**src/rtl/decode_stage_pkg.sv**
```systemverilog
// Shared definitions for the decode stage: opcode map, immediate formats
// and the positions of the fields this stage reads from the control bundle.
package decode_stage_pkg;

    localparam logic [6:0] OP_LOAD   = 7'b0000011;
    localparam logic [6:0] OP_IMM    = 7'b0010011;
    localparam logic [6:0] OP_JALR   = 7'b1100111;
    localparam logic [6:0] OP_STORE  = 7'b0100011;
    localparam logic [6:0] OP_BRANCH = 7'b1100011;
    localparam logic [6:0] OP_LUI    = 7'b0110111;
    localparam logic [6:0] OP_AUIPC  = 7'b0010111;
    localparam logic [6:0] OP_JAL    = 7'b1101111;
    localparam logic [6:0] OP_OP     = 7'b0110011;

    // Mem-read flag position inside the control-unit bundle.
    localparam int CTRL_MEM_READ_BIT = 0;
    localparam int CTRL_W_DEFAULT    = 16;

    typedef enum logic [2:0] {
        IMM_NONE,
        IMM_I,
        IMM_S,
        IMM_B,
        IMM_U,
        IMM_J
    } imm_fmt_e;

    function automatic imm_fmt_e imm_fmt(input logic [6:0] opcode);
        imm_fmt_e fmt;
        case (opcode)
            OP_LOAD, OP_IMM, OP_JALR: fmt = IMM_I;
            OP_STORE:                 fmt = IMM_S;
            OP_BRANCH:                fmt = IMM_B;
            OP_LUI, OP_AUIPC:         fmt = IMM_U;
            OP_JAL:                   fmt = IMM_J;
            default:                  fmt = IMM_NONE;
        endcase
        return fmt;
    endfunction

endpackage

```
**src/rtl/decode_stage_regfile_bypass.sv**
```systemverilog
// Architectural register file with x0 hard-wired to zero and write-through
// bypass on both operand ports and on the debug port.
module regfile_bypass #(
    parameter int XLEN  = 32,
    parameter int NREGS = 32,
    localparam int AW   = $clog2(NREGS)
) (
    input  logic            clk_i,
    input  logic            rst_i,
    input  logic            we_i,
    input  logic [AW-1:0]   waddr_i,
    input  logic [XLEN-1:0] wdata_i,
    input  logic [AW-1:0]   rs1_addr_i,
    input  logic [AW-1:0]   rs2_addr_i,
    input  logic [AW-1:0]   dbg_addr_i,
    output logic [XLEN-1:0] rs1_data_o,
    output logic [XLEN-1:0] rs2_data_o,
    output logic [XLEN-1:0] dbg_data_o
);

    logic [XLEN-1:0] mem_q [NREGS];
    logic            wr_en;

    assign wr_en = we_i && (waddr_i != '0);

    // Every entry clears on reset so a debug read during reset shows zero.
    always_ff @(posedge clk_i or posedge rst_i) begin
        if (rst_i) begin
            for (int i = 0; i < NREGS; i++) begin
                mem_q[i] <= '0;
            end
        end else if (wr_en) begin
            mem_q[waddr_i] <= wdata_i;
        end
    end

    assign rs1_data_o = (rs1_addr_i == '0)                ? '0      :
                        (wr_en && waddr_i == rs1_addr_i)  ? wdata_i :
                                                            mem_q[rs1_addr_i];

    assign rs2_data_o = (rs2_addr_i == '0)                ? '0      :
                        (wr_en && waddr_i == rs2_addr_i)  ? wdata_i :
                                                            mem_q[rs2_addr_i];

    assign dbg_data_o = (dbg_addr_i == '0)                ? '0      :
                        (wr_en && waddr_i == dbg_addr_i)  ? wdata_i :
                                                            mem_q[dbg_addr_i];

endmodule

```
**src/rtl/decode_stage.sv**
```systemverilog
// Instruction decode with ID/EX register: operand fetch, immediate generation,
// load-use stall detection and hold/flush/bubble control.
module decode_stage
    import decode_stage_pkg::*;
#(
    parameter int XLEN     = 32,
    parameter int NREGS    = 32,
    parameter int CTRL_W   = CTRL_W_DEFAULT,
    parameter int LOAD_BIT = CTRL_MEM_READ_BIT,
    localparam int AW      = $clog2(NREGS)
) (
    input  logic              clock,
    input  logic              reset,
    input  logic [31:0]       instr_if,
    input  logic [XLEN-1:0]   pc_if,
    input  logic              valid_if,
    input  logic [CTRL_W-1:0] ctrl_d,
    input  logic              flush,
    input  logic              hold,
    input  logic              rf_we,
    input  logic [AW-1:0]     rf_waddr,
    input  logic [XLEN-1:0]   rf_wdata,
    input  logic [AW-1:0]     dbg_addr,
    output logic              stall,
    output logic              valid_id,
    output logic [XLEN-1:0]   pc_id,
    output logic [CTRL_W-1:0] ctrl_id,
    output logic [XLEN-1:0]   rs1_data,
    output logic [XLEN-1:0]   rs2_data,
    output logic [AW-1:0]     rs1_id,
    output logic [AW-1:0]     rs2_id,
    output logic [AW-1:0]     rd_id,
    output logic [XLEN-1:0]   imm_id,
    output logic [3:0]        func_id,
    output logic [XLEN-1:0]   dbg_data
);

    function automatic logic [XLEN-1:0] gen_imm(input logic [31:0] ins);
        logic [31:0] imm;
        case (imm_fmt(ins[6:0]))
            IMM_I:   imm = {{20{ins[31]}}, ins[31:20]};
            IMM_S:   imm = {{20{ins[31]}}, ins[31:25], ins[11:7]};
            IMM_B:   imm = {{19{ins[31]}}, ins[31], ins[7], ins[30:25], ins[11:8], 1'b0};
            IMM_U:   imm = {ins[31:12], 12'b0};
            IMM_J:   imm = {{11{ins[31]}}, ins[31], ins[19:12], ins[20], ins[30:21], 1'b0};
            default: imm = '0;
        endcase
        return XLEN'($signed(imm));
    endfunction

    function automatic logic uses_rs1(input logic [6:0] op);
        return !(op == OP_LUI || op == OP_AUIPC || op == OP_JAL);
    endfunction

    function automatic logic uses_rs2(input logic [6:0] op);
        return (op == OP_OP || op == OP_STORE || op == OP_BRANCH);
    endfunction

    logic [6:0]      opcode;
    logic [AW-1:0]   rs1_idx;
    logic [AW-1:0]   rs2_idx;
    logic [AW-1:0]   rd_idx;
    logic [XLEN-1:0] rf_rs1;
    logic [XLEN-1:0] rf_rs2;

    assign opcode  = instr_if[6:0];
    assign rs1_idx = AW'(instr_if[19:15]);
    assign rs2_idx = AW'(instr_if[24:20]);
    assign rd_idx  = AW'(instr_if[11:7]);

    regfile_bypass #(
        .XLEN  (XLEN),
        .NREGS (NREGS)
    ) u_regfile (
        .clk_i      (clock),
        .rst_i      (reset),
        .we_i       (rf_we),
        .waddr_i    (rf_waddr),
        .wdata_i    (rf_wdata),
        .rs1_addr_i (rs1_idx),
        .rs2_addr_i (rs2_idx),
        .dbg_addr_i (dbg_addr),
        .rs1_data_o (rf_rs1),
        .rs2_data_o (rf_rs2),
        .dbg_data_o (dbg_data)
    );

    logic              valid_q,  valid_d;
    logic [XLEN-1:0]   pc_q,     pc_d;
    logic [CTRL_W-1:0] ctrl_q,   ctrl_d_q;
    logic [XLEN-1:0]   rs1d_q,   rs1d_d;
    logic [XLEN-1:0]   rs2d_q,   rs2d_d;
    logic [AW-1:0]     rs1_q,    rs1_d;
    logic [AW-1:0]     rs2_q,    rs2_d;
    logic [AW-1:0]     rd_q,     rd_d;
    logic [XLEN-1:0]   imm_q,    imm_d;
    logic [3:0]        func_q,   func_d;

    // A load in ID/EX whose destination is a source of the instruction in
    // IF/ID; a flush kills the consumer, so there is nothing to wait for.
    assign stall = valid_if && valid_q && ctrl_q[LOAD_BIT] && (rd_q != '0) &&
                   ((uses_rs1(opcode) && rs1_idx == rd_q) ||
                    (uses_rs2(opcode) && rs2_idx == rd_q)) &&
                   !flush;

    always_comb begin
        valid_d  = valid_q;
        pc_d     = pc_q;
        ctrl_d_q = ctrl_q;
        rs1d_d   = rs1d_q;
        rs2d_d   = rs2d_q;
        rs1_d    = rs1_q;
        rs2_d    = rs2_q;
        rd_d     = rd_q;
        imm_d    = imm_q;
        func_d   = func_q;
        if (hold) begin
            // ID/EX frozen; the defaults above already keep every field.
        end else if (flush || stall || !valid_if) begin
            valid_d  = 1'b0;
            pc_d     = '0;
            ctrl_d_q = '0;
            rs1d_d   = '0;
            rs2d_d   = '0;
            rs1_d    = '0;
            rs2_d    = '0;
            rd_d     = '0;
            imm_d    = '0;
            func_d   = '0;
        end else begin
            valid_d  = 1'b1;
            pc_d     = pc_if;
            ctrl_d_q = ctrl_d;
            rs1d_d   = rf_rs1;
            rs2d_d   = rf_rs2;
            rs1_d    = rs1_idx;
            rs2_d    = rs2_idx;
            rd_d     = rd_idx;
            imm_d    = gen_imm(instr_if);
            func_d   = {instr_if[30], instr_if[14:12]};
        end
    end

    always_ff @(posedge clock or posedge reset) begin
        if (reset) begin
            valid_q <= 1'b0;
            pc_q    <= '0;
            ctrl_q  <= '0;
            rs1d_q  <= '0;
            rs2d_q  <= '0;
            rs1_q   <= '0;
            rs2_q   <= '0;
            rd_q    <= '0;
            imm_q   <= '0;
            func_q  <= '0;
        end else begin
            valid_q <= valid_d;
            pc_q    <= pc_d;
            ctrl_q  <= ctrl_d_q;
            rs1d_q  <= rs1d_d;
            rs2d_q  <= rs2d_d;
            rs1_q   <= rs1_d;
            rs2_q   <= rs2_d;
            rd_q    <= rd_d;
            imm_q   <= imm_d;
            func_q  <= func_d;
        end
    end

    assign valid_id = valid_q;
    assign pc_id    = pc_q;
    assign ctrl_id  = ctrl_q;
    assign rs1_data = rs1d_q;
    assign rs2_data = rs2d_q;
    assign rs1_id   = rs1_q;
    assign rs2_id   = rs2_q;
    assign rd_id    = rd_q;
    assign imm_id   = imm_q;
    assign func_id  = func_q;

endmodule

```
**config.mk**
```make
export PLATFORM = sky130hd
export DESIGN_NAME = decode_stage
export DESIGN_NICKNAME = d
export VERILOG_FILES = /design/src/rtl/decode_stage_pkg.sv /design/src/rtl/decode_stage_regfile_bypass.sv /design/src/rtl/decode_stage.sv
export SDC_FILE = /design/constraint.sdc
export NUM_CORES = 2
export LEC_CHECK = 0
export BUFFER_PORTS_ARGS = -buffer_cell sky130_fd_sc_hd__buf_2
export CELL_PAD_IN_SITES_DETAIL_PLACEMENT = 1
export CELL_PAD_IN_SITES_GLOBAL_PLACEMENT = 1
export CORE_ASPECT_RATIO = 1.2
export CORE_MARGIN = 1
export CORE_UTILIZATION = 40
export DETAILED_ROUTE_END_ITERATION = 8
export PLACE_DENSITY = 0.73
export SLEW_MARGIN = 20
export SYNTH_ARGS = -nofsm -noshare
export SYNTH_HDL_FRONTEND = slang
export SYNTH_SLANG_ARGS = --single-unit
```
**constraint.sdc**
```tcl
create_clock -name clock -period 35.7 [get_ports clock]
set_clock_uncertainty 0.15 [all_clocks]
set_input_delay 1.785 -clock clock [delete_from_list [all_inputs] [get_ports clock]]
set_output_delay 1.785 -clock clock [all_outputs]
set_load 0.02 [all_outputs]
```
==> impl_metrics.ini <==
[outcome]
status = complete, no violations

[floorplanning]
die_y_um = 455
io_pins = 325
die_w_um = 380
row_count = 166
die_area_mm2 = 0.173
core_area_mm2 = 0.170
initial_utilization_pct = 40.2

[worst_setup_path]
cp.arrival_ns = 6.79
crit_top_cell = buf_4
crit_start = dbg_addr[0]
timing.rr.end = rs2_data[24]$_DFFE_PP0N_
timing.rr.start = rd_id[1]$_DFFE_PP0N_
cpPeakStageDelay_ns = 0.86
critPathCaptureType = output port
cp.required_ns = 33.76
cp_slowest_cell = buf_4
r2r_cells = 7
critical_path_peak_fanout = 70
rrSetupSlack_ns = 31.95
crit_chain = buf_8 -> buf_4 -> buf_4 -> buf_4 -> mux2_2 -> o221ai_1 -> o21ai_0 -> a211oi_1 -> a211oi_1 -> buf_2
startpoint_type = primary input
critical_path_class = in2out

[cells_and_area]
design_area_mm2 = 0.0764
syn_to_final_growth_pct = 11.5
final_cell_mix = dfrtp_1, nand2_1, o21ai_0
drive_gt1_share_pct = 33.4
nFillCells = 17648
layout_commonest_cell = dfrtp_1
nets = 5734
final_util_pct = 44.9

[cts]
root_buffer = clkbuf_16
cts_tree = built
post-cts-setup-buffer-count = 0
path_clk_slew_ns = 0.06
cts.sinks = 1188
cts_max_path_buffers = 3
cts_resized = 0
clkLatencyLatePin_ns = 0.82
cts_max_level = 4
hold_buffers = 0
cts_buffers = 131

[job]
maxCapViolCount = 0

[worst_hold_path]
whs_path_depth = 0
hp-class = reg2reg
min_to = u_regfile.mem_q[995]$_DFFE_PP0P_
hp-start = u_regfile.mem_q[995]$_DFFE_PP0P_

[sta]
maxSlewHeadroom_pct = 15.0
rsz0062_at_grt = false
worst_pin_slew_ns = 1.27
hold_viol_final = 0
fmax_mhz = 115
setup_violations = 0
fin_setup_tns_ns = 0
min_period_ns = 8.73
min_period_over_period_pct = 24.4
drv_slew = 0

[place]
place_area_mm2 = 0.0717
io_buffers = 324
hpwl_um = 158000
place_congestion = 0.874

[logic_synthesis]
synth.avg_cell_area_um2 = 12.1
synth_cell_types = 61
yosysTopAreaCellShare_pct = 43.4
synthFlopType = dfrtp_1
synth_edf_count = 0
synth.area.top_cells = dfrtp_1, mux4_2, mux2_2
syn_inst = 5667
yosys_warnings = 0
synth_largest_area_cell = dfrtp_1
ys_seq_elements = 1188
ys_async_sr_fraction_pct = 100
synth-seq-area-share_pct = 43.4
synth_area_mm2 = 0.0685
syn_nets = 5795

[grt]
track_usage_pct = 31.7
grt_max_degree = 99
grt_pass1_vias = 57491
grt_pass1_wl_um = 404000
antenna_found_initial = 22
gr-total-overflow = 0

[power]
leakage_nw = 33.0
ir_worst_vdd_mv = 0.0327
power_mw = 4.21
powerDensity_mw_per_mm2 = 55.1

[drt]
wl_um = 276000
vias_per_cell = 6.80
drcViolationCount = 0
vias = 54323
drtIter0Drc = 5994
avgRoutedWirePerCell_um = 34.6
ant_nets = 0
dr.pass1.iters = 5
report_power, final:
group          total, mW  switching [mW]  internal (mW)  leakage (nW)
Combinational      0.912           0.440          0.472          15.3
Clock               1.48           0.606          0.878          2.24
Sequential          1.81           0.241           1.57          15.5
metal layers:
layer  global-route usage (%)  vias up  wire [um]
li1                         -    21452          -
met1                     38.4    28701     101000
met2                     50.5     3129     129000
met3                     7.27     1023      25000
met4                     22.1       18      21000
met5                        0        -        103
sequential cells by signal (all words and copies together) (netlist names), 4 cells and up:
name,count
rs2_id,5
pc_id,32
func_id,4
rd_id,5
ctrl_id,16
u_regfile.mem_q,1024
rs2_data,32
rs1_id,5
rs1_data,32
imm_id,32
cell families (layout without fill, tap and decap cells):
logic type,after synthesis,count (layout),share of synthesized area (%)
simple gates,939,939,5.81
flops,1188,1188,43.4
xor+xnor,25,25,0.320
buf+inv,685,723,4.04
mux,1532,1532,34.4
compound gates,1298,1298,12.0
other cells,0,14,0
worst max path at each step:
stage / end / slack (ns) / cells past startpoint
6_report: dbg_data[10] / 26.97 / 10
5_1_grt: dbg_data[22] / 26.69 / 10
4_1_cts: dbg_data[10] / 26.96 / 10
3_5_place_dp: dbg_data[10] / 26.94 / 10
3_3_place_gp: dbg_data[10] / 26.98 / 10
2_1_floorplan: ctrl_id[0]$_DFFE_PP0N_ / 0.30 / 1
cells in the mapped netlist (6+ instances only):
library cell and count:
a221o_1 43, nor3_1 10, nor2_1 51, mux2i_1 370, o221ai_1 129, a22oi_1 22
buf_4 11, xnor2_1 19, a22o_1 74, nor3_2 29, nand2b_1 18, a21oi_1 144
a31oi_1 9, o22ai_1 27, dfrtp_1 1188, o21ai_0 661, a211o_1 23, xor2_1 6
nor3b_1 8, nand2_1 761, nor2b_1 8, inv_1 44, nand3_1 12, a221oi_1 93
o211ai_1 35, clkbuf_1 486, mux2_2 559, buf_1 42, buf_2 97, a211oi_1 21
mux4_2 603
stage by stage:
step | hold slack, ns | std cells | worst slack (ns)
floorplan | 0.308 | 5667 | 0.299
global placement | 0.246 | 7739 | 26.98
detailed placement | 0.255 | 7739 | 26.94
CTS | 0.270 | 7971 | 26.96
global route | 0.283 | 7979 | 26.69
finish | 0.271 | 7987 | 26.97
worst max-delay path, delay by kind of cell:
family	cells	cell delay [ns]
AOI/OAI and AO/OA	4	1.18
buffers and inverters	5	3.31
muxes	1	0.30
layout make-up:
type | count | area (um^2) | area share, %
Antenna cell | 14 | 35.0 | 0.0459
Clock buffer | 175 | 3680 | 4.81
Inverter | 45 | 178 | 0.233
Tap cell | 2268 | 2840 | 3.71
Multi-Input combinational cell | 3794 | 36300 | 47.5
Clock inverter | 57 | 907 | 1.19
Timing Repair Buffer | 446 | 2720 | 3.55
Sequential cell | 1188 | 29700 | 38.9
(Power assumes the default switching activity.)
